## src/rtl/scalar_integer_issue_ctl.sv

```systemverilog
// Issue controller and S-register scoreboard for the 2-cycle scalar integer
// functional unit (104 sum, 105 difference, 106 pop/parity, 107 leading zeros).
// Accepts instructions over valid/ready and stalls on S-register hazards.
// Drives the FU operands and tracks each in-flight result through a short
// shift register. It then raises the registered Si writeback strobe.
module scalar_integer_issue_ctl #(
  parameter int FU_LAT   = 2,
  parameter int NUM_SREG = 8,
  parameter int IDX_W    = 3
) (
  input  logic                clk,
  input  logic                rst_n,
  input  logic                i_Valid,
  output logic                o_Ready,
  input  logic [6:0]          i_Instr,
  input  logic                i_X,
  input  logic [IDX_W-1:0]    i_I,
  input  logic [IDX_W-1:0]    i_J,
  input  logic [IDX_W-1:0]    i_K,
  input  logic [63:0]         i_Sj_Data,
  input  logic [63:0]         i_Sk_Data,
  output logic [63:0]         o_Fu_Sj,
  output logic [63:0]         o_Fu_Sk,
  output logic [6:0]          o_Fu_Instr,
  input  logic [63:0]         i_Fu_Si,
  output logic                o_Wr_En,
  output logic [IDX_W-1:0]    o_Wr_Idx,
  output logic [63:0]         o_Wr_Data,
  output logic [NUM_SREG-1:0] o_Busy,
  output logic                o_Illegal,
  input  logic                i_Flush
);

  localparam int DEPTH = FU_LAT + 1;

  localparam logic [6:0] OP_SUM = 7'o104;
  localparam logic [6:0] OP_DIF = 7'o105;
  localparam logic [6:0] OP_POP = 7'o106;
  localparam logic [6:0] OP_LZC = 7'o107;
  localparam logic [6:0] OP_NOP = 7'o000;

  logic [NUM_SREG-1:0] busy;
  logic [NUM_SREG-1:0] busy_nxt;
  logic [DEPTH-1:0]    trk_v;
  logic [IDX_W-1:0]    trk_idx [DEPTH];

  logic legal;
  logic uses_k;
  logic hazard;
  logic issue;
  logic issue_ok;
  logic issue_bad;
  logic retire;

  // Decode, hazard detection and handshake.
  always_comb begin
    legal     = (i_Instr == OP_SUM) || (i_Instr == OP_DIF) ||
                (i_Instr == OP_POP) || (i_Instr == OP_LZC);
    uses_k    = (i_Instr == OP_SUM) || (i_Instr == OP_DIF);
    hazard    = legal & (busy[i_J] | busy[i_I] | (busy[i_K] & uses_k));
    o_Ready   = rst_n & ~i_Flush & ~hazard;
    issue     = i_Valid & o_Ready;
    issue_ok  = issue & legal;
    issue_bad = issue & ~legal;
    retire    = trk_v[DEPTH-1];
  end

  // Scoreboard update: retire clears, a same-edge issue set wins over the clear.
  always_comb begin
    busy_nxt = busy;
    for (int unsigned r = 0; r < NUM_SREG; r++) begin
      if (retire && (trk_idx[DEPTH-1] == IDX_W'(r)))
        busy_nxt[r] = 1'b0;
      if (issue_ok && (i_I == IDX_W'(r)))
        busy_nxt[r] = 1'b1;
    end
  end

  // Scoreboard register.
  always_ff @(posedge clk or negedge rst_n) begin
    if (!rst_n)
      busy <= '0;
    else if (i_Flush)
      busy <= '0;
    else
      busy <= busy_nxt;
  end

  // In-flight tracking; the last stage is the writeback strobe itself.
  always_ff @(posedge clk or negedge rst_n) begin
    if (!rst_n) begin
      trk_v <= '0;
      for (int unsigned s = 0; s < DEPTH; s++)
        trk_idx[s] <= '0;
    end else begin
      if (i_Flush)
        trk_v <= '0;
      else
        trk_v <= {trk_v[DEPTH-2:0], issue_ok};
      trk_idx[0] <= i_I;
      for (int unsigned s = 1; s < DEPTH; s++)
        trk_idx[s] <= trk_idx[s-1];
    end
  end

  // FU operand and instruction drive; operands hold when nothing issues.
  always_ff @(posedge clk or negedge rst_n) begin
    if (!rst_n) begin
      o_Fu_Sj    <= '0;
      o_Fu_Sk    <= '0;
      o_Fu_Instr <= OP_NOP;
      o_Illegal  <= 1'b0;
    end else begin
      o_Illegal <= issue_bad;
      if (issue_ok) begin
        o_Fu_Sj    <= i_Sj_Data;
        o_Fu_Instr <= i_Instr;
        if (uses_k)
          o_Fu_Sk <= i_Sk_Data;
        else if (i_Instr == OP_POP)
          o_Fu_Sk <= {63'b0, i_X};
        else
          o_Fu_Sk <= '0;
      end else begin
        o_Fu_Instr <= OP_NOP;
      end
    end
  end

  assign o_Wr_En   = trk_v[DEPTH-1];
  assign o_Wr_Idx  = trk_idx[DEPTH-1];
  assign o_Wr_Data = i_Fu_Si;
  assign o_Busy    = busy;

endmodule

```

## config.mk

```make
export PLATFORM = sky130hd
export DESIGN_NAME = scalar_integer_issue_ctl
export DESIGN_NICKNAME = d
export VERILOG_FILES = /design/src/rtl/scalar_integer_issue_ctl.sv
export SDC_FILE = /design/constraint.sdc
export NUM_CORES = 1
export LEC_CHECK = 0
export ABC_AREA = 1
export CORE_AREA = 2 2 166 168
export CTS_CLUSTER_SIZE = 24
export DETAILED_ROUTE_END_ITERATION = 16
export DIE_AREA = 0 0 168 170
export GPL_ROUTABILITY_DRIVEN = 0
export SLEW_MARGIN = 40
export SYNTH_ARGS = -nofsm -noshare
export SYNTH_HDL_FRONTEND = slang
export SYNTH_SLANG_ARGS = --single-unit
```

## constraint.sdc

```tcl
create_clock -name clk -period 2 [get_ports clk]
set_input_delay 0.2 -clock clk [delete_from_list [all_inputs] [get_ports clk]]
set_output_delay 0.2 -clock clk [all_outputs]
set_load 0.005 [all_outputs]
```

==> metrics.md <==
| Metric | Value |
|---|---|
| Status | completed |
| Worst Hold Class | primary input to flop |
| Detail Route Antenna Nets | 0 |
| #FFs+latches synth | 156 |
| Vias in the first global route | roughly 5800 |
| Initial core utilization | 25.71% |
| GR Layer Usage met2 | 21.85% |
| Dpl ws | -0.2811 ns |
| Crit path max fanout | 30 |
| Global-route met3 utilization | 5.977% |
| Worst setup SP type | flop |
| Register area share after synthesis | 56.98% |
| Overall die height | 170 µm |
| Worst ir drop on vdd | 0.4773 mV |
| Die X | 168 µm |
| Avg WL per Cell | 13.85 µm |
| Num ports | about 430 |
| Rows | 60 |
| TritonCTS Sinks | 156 |
| Initial DRT Pass Iterations | 4 |
| Worst-case clock skew | 0.01081 ns |
| Fin. Hold Viols | 0 |
| Cells after DPL | between 1000 and 1500 |
| Final HPWL DP | ~14000 µm |
| Final setup violating endpoints | 0 |
| Clk Latency, worst-skew pair | between 0.4 and 0.5 ns |
| # fillers | 2689 |
| Crit path largest cell delay | between 0.4 and 0.5 ns |
| Drt via density | 4.096 |
| Design Power | ~7.4 mW |
| Buf+Inv Stages, Crit Path | 4 |
| Clk root buf | clkbuf_16 |
| First-pass GRT wire length | 30530 µm |
| Synth cell types | 24 |
| CP Depth | 13 |
| Critical path cell sequence | nand2_1 > nand3_1 > nand3b_1 > nand2_1 > inv_1 > nand2_1 > nor2_2 > buf_4 > nand4_4 > buf_6 > clkbuf_16 > nand2_1 > o21ai_1 |
| Yosys warns | 0 |
| Max Slew Vio Count | 0 |
| Setup CP Type | flop to flop |
| Share of layout cells above drive strength 1 | 9.405% |
| Drt drc | 0 |
| WL final | 19170 µm |
| TritonCTS clock tree | done |
| Max clock buf depth | 2 |
| Finished Layout Cells | 1384 |
| Grt peak-use layer | met2 |
| Dominant cells by area after synthesis | dfrtp_1 (57%), nand2_1 (13%), o21ai_1 (8.5%) |
| RSZ-0062 raised after global routing | no |
| Most common cell after layout, fill and taps aside | clkdlybuf4s50_1 |
| Total grt overflow | 0 |
| Tmin final | 1.838 ns |
| Drt initial violations | about 250 |
| Fmax | around 540 MHz |
| Core area | about 27000 µm² |
| Avg Cell Area, Syn | 8.910 µm² |
| Synth Instances | 769 |
| Most frequent cells in the layout | clkdlybuf4s50_1 (295), nand2_1 (233), dfrtp_1 (148) |
| Max H-tree Level | 4 |
| Gr usage total | a little over an eighth |
| Met1 usage | 15.83% |
| Netlist Area Pre-Place | ~6900 µm² |
| Max cap viols | 0 |
| Routed via count | 5669 |
| Delay-heaviest family, CP | simple AND/OR/NAND/NOR gates |
| Area leader, netlist | dfrtp_1 |
| Most prevalent standard cell on the critical path | nand2_1 |
| Area grow syn2layout | 54.82% |
| Crit-path slowest cell | dfrtp_2 |
| Hold WS | roughly 0.32 ns |
| Final period utilization | 91.91% |
| Setup ws final | between 0.15 and 0.2 ns |
| Worst EP required | 2.30 ns |
| Antenna violations before repair | 1 |
| Top-area cell type share of the netlist area | 56.98% |
| CP endpoint kind | flop |
| Largest net degree at the start of global routing | 87 |
| CTS Buf Count | 17 |
| Reg clk slew, reported paths | 0.07 ns |
| Nets | 1242 |
| Port Buffers | just under 300 |
| R2R depth | 13 |
| Crit path DAT | 2.14 ns |
| Worst Hold Depth | 3 |
| Pwr Density | 698.0 nW/µm² |
| Die area | between 20000 and 30000 µm² |
| Leakage power | 4.701 nW |
stage by stage:
stage	util [%]	setup TNS, ns	area (µm²)
2_1_floorplan	-	0	6859
3_3_place_gp	37.10	-21.57	9887
3_5_place_dp	37.20	-23.72	9915
4_1_cts	39.57	0	10550
5_1_grt	39.80	0	10610
6_report	39.80	0	10610
path summary, 6_finish.rpt:
kind	startpoint	endpoint	slack, ns
min in group asynchronous	rst_n	o_Fu_Sj[29]	0.38
worst max-delay path	o_Busy[1]	o_Fu_Sk[29]	0.16
worst min register to register	trk_idx[8]	trk_idx[5]	0.35
worst min-delay path	i_Sj_Data[36]	o_Fu_Sj[36]	0.32
max in group asynchronous	rst_n	o_Fu_Sk[18]	0.81
worst max register to register	o_Busy[1]	o_Fu_Sk[29]	0.16
sequential cells by signal, summed over array words and instances (netlist names):
name and count:
o_Illegal 1, o_Fu_Sj 64, o_Wr_Idx 3, o_Fu_Sk 64, trk_idx 6, trk_v 3
o_Busy 8, o_Fu_Instr 7
Yosys cell counts:
cell and number:
nand2_1 233, dfrtp_1 156, o21ai_1 116, inv_1 86
buf_4 69, nand3_1 18, o21ai_0 18, nor2_1 14
buf_6 13, buf_2 11, clkbuf_1 11, o211ai_1 6
o21ai_2 4, inv_2 3, o311ai_0 2, clkinv_1 1
conb_1 1, nand3b_1 1, nand4_1 1, nand4_4 1
nor2_2 1, nor3_1 1, o21a_1 1, or2_2 1
worst min-delay path, stage by stage:
cell and delay [ns]:
clkdlybuf4s50_1 0.39, inv_1 0.05, o21ai_1 0.06
routing by layer:
metal | part of all wire [%] | wire length [µm]
met2 | 46 | 8896
met1 | 42 | 8029
met5 | 0 | 0
met4 | 2.4 | 461
met3 | 9.3 | 1781
where the power goes:
part | internal, mW | switching (mW)
combinational | 0.463 | 0.253
clock | 2.00 | 1.41
sequential | 3.23 | 0.0424
cells by family after synthesis:
group | Yosys count | share of synthesized area (%)
and+or+nand+nor | 271 | 15.61
buffers and inverters | 194 | 16.03
DFF | 156 | 56.98
AOI/OAI and AO/OA | 147 | 11.32
other | 1 | 0.05473
layout make-up:
class | count | area, µm² | share of cell area, %
tap | 341 | 426.7 | 4.022
sequential | 156 | 3914 | 36.90
multi-input combinational | 421 | 1864 | 17.57
timing repair buffer | 343 | 3448 | 32.51
antenna | 1 | 2.502 | 0.02359
inverter | 90 | 337.8 | 3.185
clock inverter | 14 | 185.2 | 1.746
clock buffer | 18 | 429.2 | 4.046
timing repair:
item / 4_1_cts / 5_1_grt
hold buffers: 1 / 0
pin swaps: 3 / 0
setup endpoints to repair: 1 / 52
buffers inserted: 1 / 1
gates resized for setup: 7 / 11
endpoints found under the hold margin: 70 / 0
cloned: 0 / 1
No activity file was read; power rests on OpenSTA's default activity.
==> RTL edit (config.mk and constraints unchanged) <==
The parameter `IDX_W` goes from 3 to 4.
--- a/src/rtl/scalar_integer_issue_ctl.sv
+++ b/src/rtl/scalar_integer_issue_ctl.sv
@@ -6,7 +6,7 @@
 module scalar_integer_issue_ctl #(
   parameter int FU_LAT   = 2,
   parameter int NUM_SREG = 8,
-  parameter int IDX_W    = 3
+  parameter int IDX_W    = 4
 ) (
   input  logic                clk,
   input  logic                rst_n,
Ports: changed (resized i_I, i_J, i_K and o_Wr_Idx); port bits go from 426 to 430. The function was not compared with the original's and may differ.
==> RTL edit against the unedited design <==
Setup slack lost 0.041 ns; sequential power is 4% higher; sequential cell count grew 3; cell area rose by 7.7%; via count grew 24%; area after synthesis grew 13%; wire length up 27%; highest routed layer unchanged; power increased by 5.4%.
==> RTL edit: results (changes against the unedited design) <==
Starting DRT DRC Count=364 (+47%); initial antenna violation count=0 (-1); fillers=2,700 (+0.41%); Total GRT Usage=17.1% (+3.6 points); Logic pwr share=12.9% (+3.2 points); Hold Path Cell Cnt=1 (-2); area of placed instances=10,800 µm² (+8.6%); CP top delay family=simple AND/OR/NAND/NOR gates; DR WL/cell=15.9 µm (+15%); post-synthesis compound-gate area fraction=1.54% (-9.8 points); Finished Layout Cells=1,531 (+11%); achievable clock frequency=0.532 GHz (-2.2%); post-DP HPWL=16.6 mm (+18%); P&R area growth vs syn=48.1%; Sequential Power=3.41 mW (+4%); post-synthesis cell count=944 (+23%); share of power burned in registers=43.6% (-0.6 points); Worst Hold Class=primary input to flip-flop; r2r setup slk=0.12 ns (-0.04 ns); R2R depth=12 (-1); antenna diode count=0 (-1); register area share after synthesis=51.6% (-5.4 points); nets=1,393 (+12%); Post-Place Worst Slack=-0.288 ns (-0.00731 ns); status=complete, no violations; vias in the first global route=7,232 (+25%); YS warnings=0 (unchanged); Netlist cell types=23 (-4.2%); CTS buffer count=17 (unchanged); Critical Path Sink=o_Fu_Sk[6]$_DFFE_PN0N_; largest net degree at the start of global routing=82 (-5.7%); CP max FO=21 (-30%); Fin Hold WS=0.312 ns (-0.00663 ns); CP startpoint=o_Busy[2]$_DFFE_PN0P_; Post-Synth Adder-Cell Area=0% (unchanged); vias=7,049 (+24%); VDD IR-drop max=0.482 mV (+1.0%); share of cells above drive strength 1=8.07% (-1.3 points); HP Start=i_I[3]; Layout Skew=0.0144 ns (+0.00356 ns); critical path data arrival time=2.23 ns (+0.09 ns); worst min-delay path endpoint=trk_idx[11]$_DFF_PN0_; global-route wire length before repair=38.8 mm (+27%); LEAKAGE=5.73 nW (+22%); most area-consuming cells after synthesis=dfrtp_1, nand2_1, nand4_1; most frequent cells after synthesis=nand2_1, dfrtp_1, nand4_1; Sw Share=25.5% (+2.4 points); I/O Buffers=299 (+0.67%)
## RTL edit: cell count changes after synthesis, sizes merged, moves of 2 or more
cell / delta
nand3: -5
nand4: +128
nand3b: +2
o21ai: -129
clkbuf: +28
nand2: +77
nor2: +63
a21oi: +2
o311ai: -2
o211ai: +2
dfrtp: +3
inv: +6
## RTL edit: repair_timing
item,CTS,global route
buffers inserted,3,1
hold endpoints to repair,78,0
resized for setup,6,9
endpoints found under the setup margin,1,33
hold buffers,1,0
pin swaps,0,1
## RTL edit: final cells by class
cell class / instances / share of cell area, %
Sequential cell: 159 / 34.9
Multi-Input combinational cell: 559 / 22.2
Tap cell: 341 / 3.73
Inverter: 95 / 3.12
Clock inverter: 15 / 1.55
Clock buffer: 17 / 3.72
Timing Repair Buffer: 345 / 30.8
## RTL edit: layer usage
layer	wire, µm	part of all wire (%)	vias to the layer above	GRT usage, %
li1	-	-	3409	-
met1	10400	43	3358	21.6
met2	11200	46	246	27.5
met3	2080	8.6	36	5.84
met4	538	2.2	0	5.82
met5	0	0	-	0
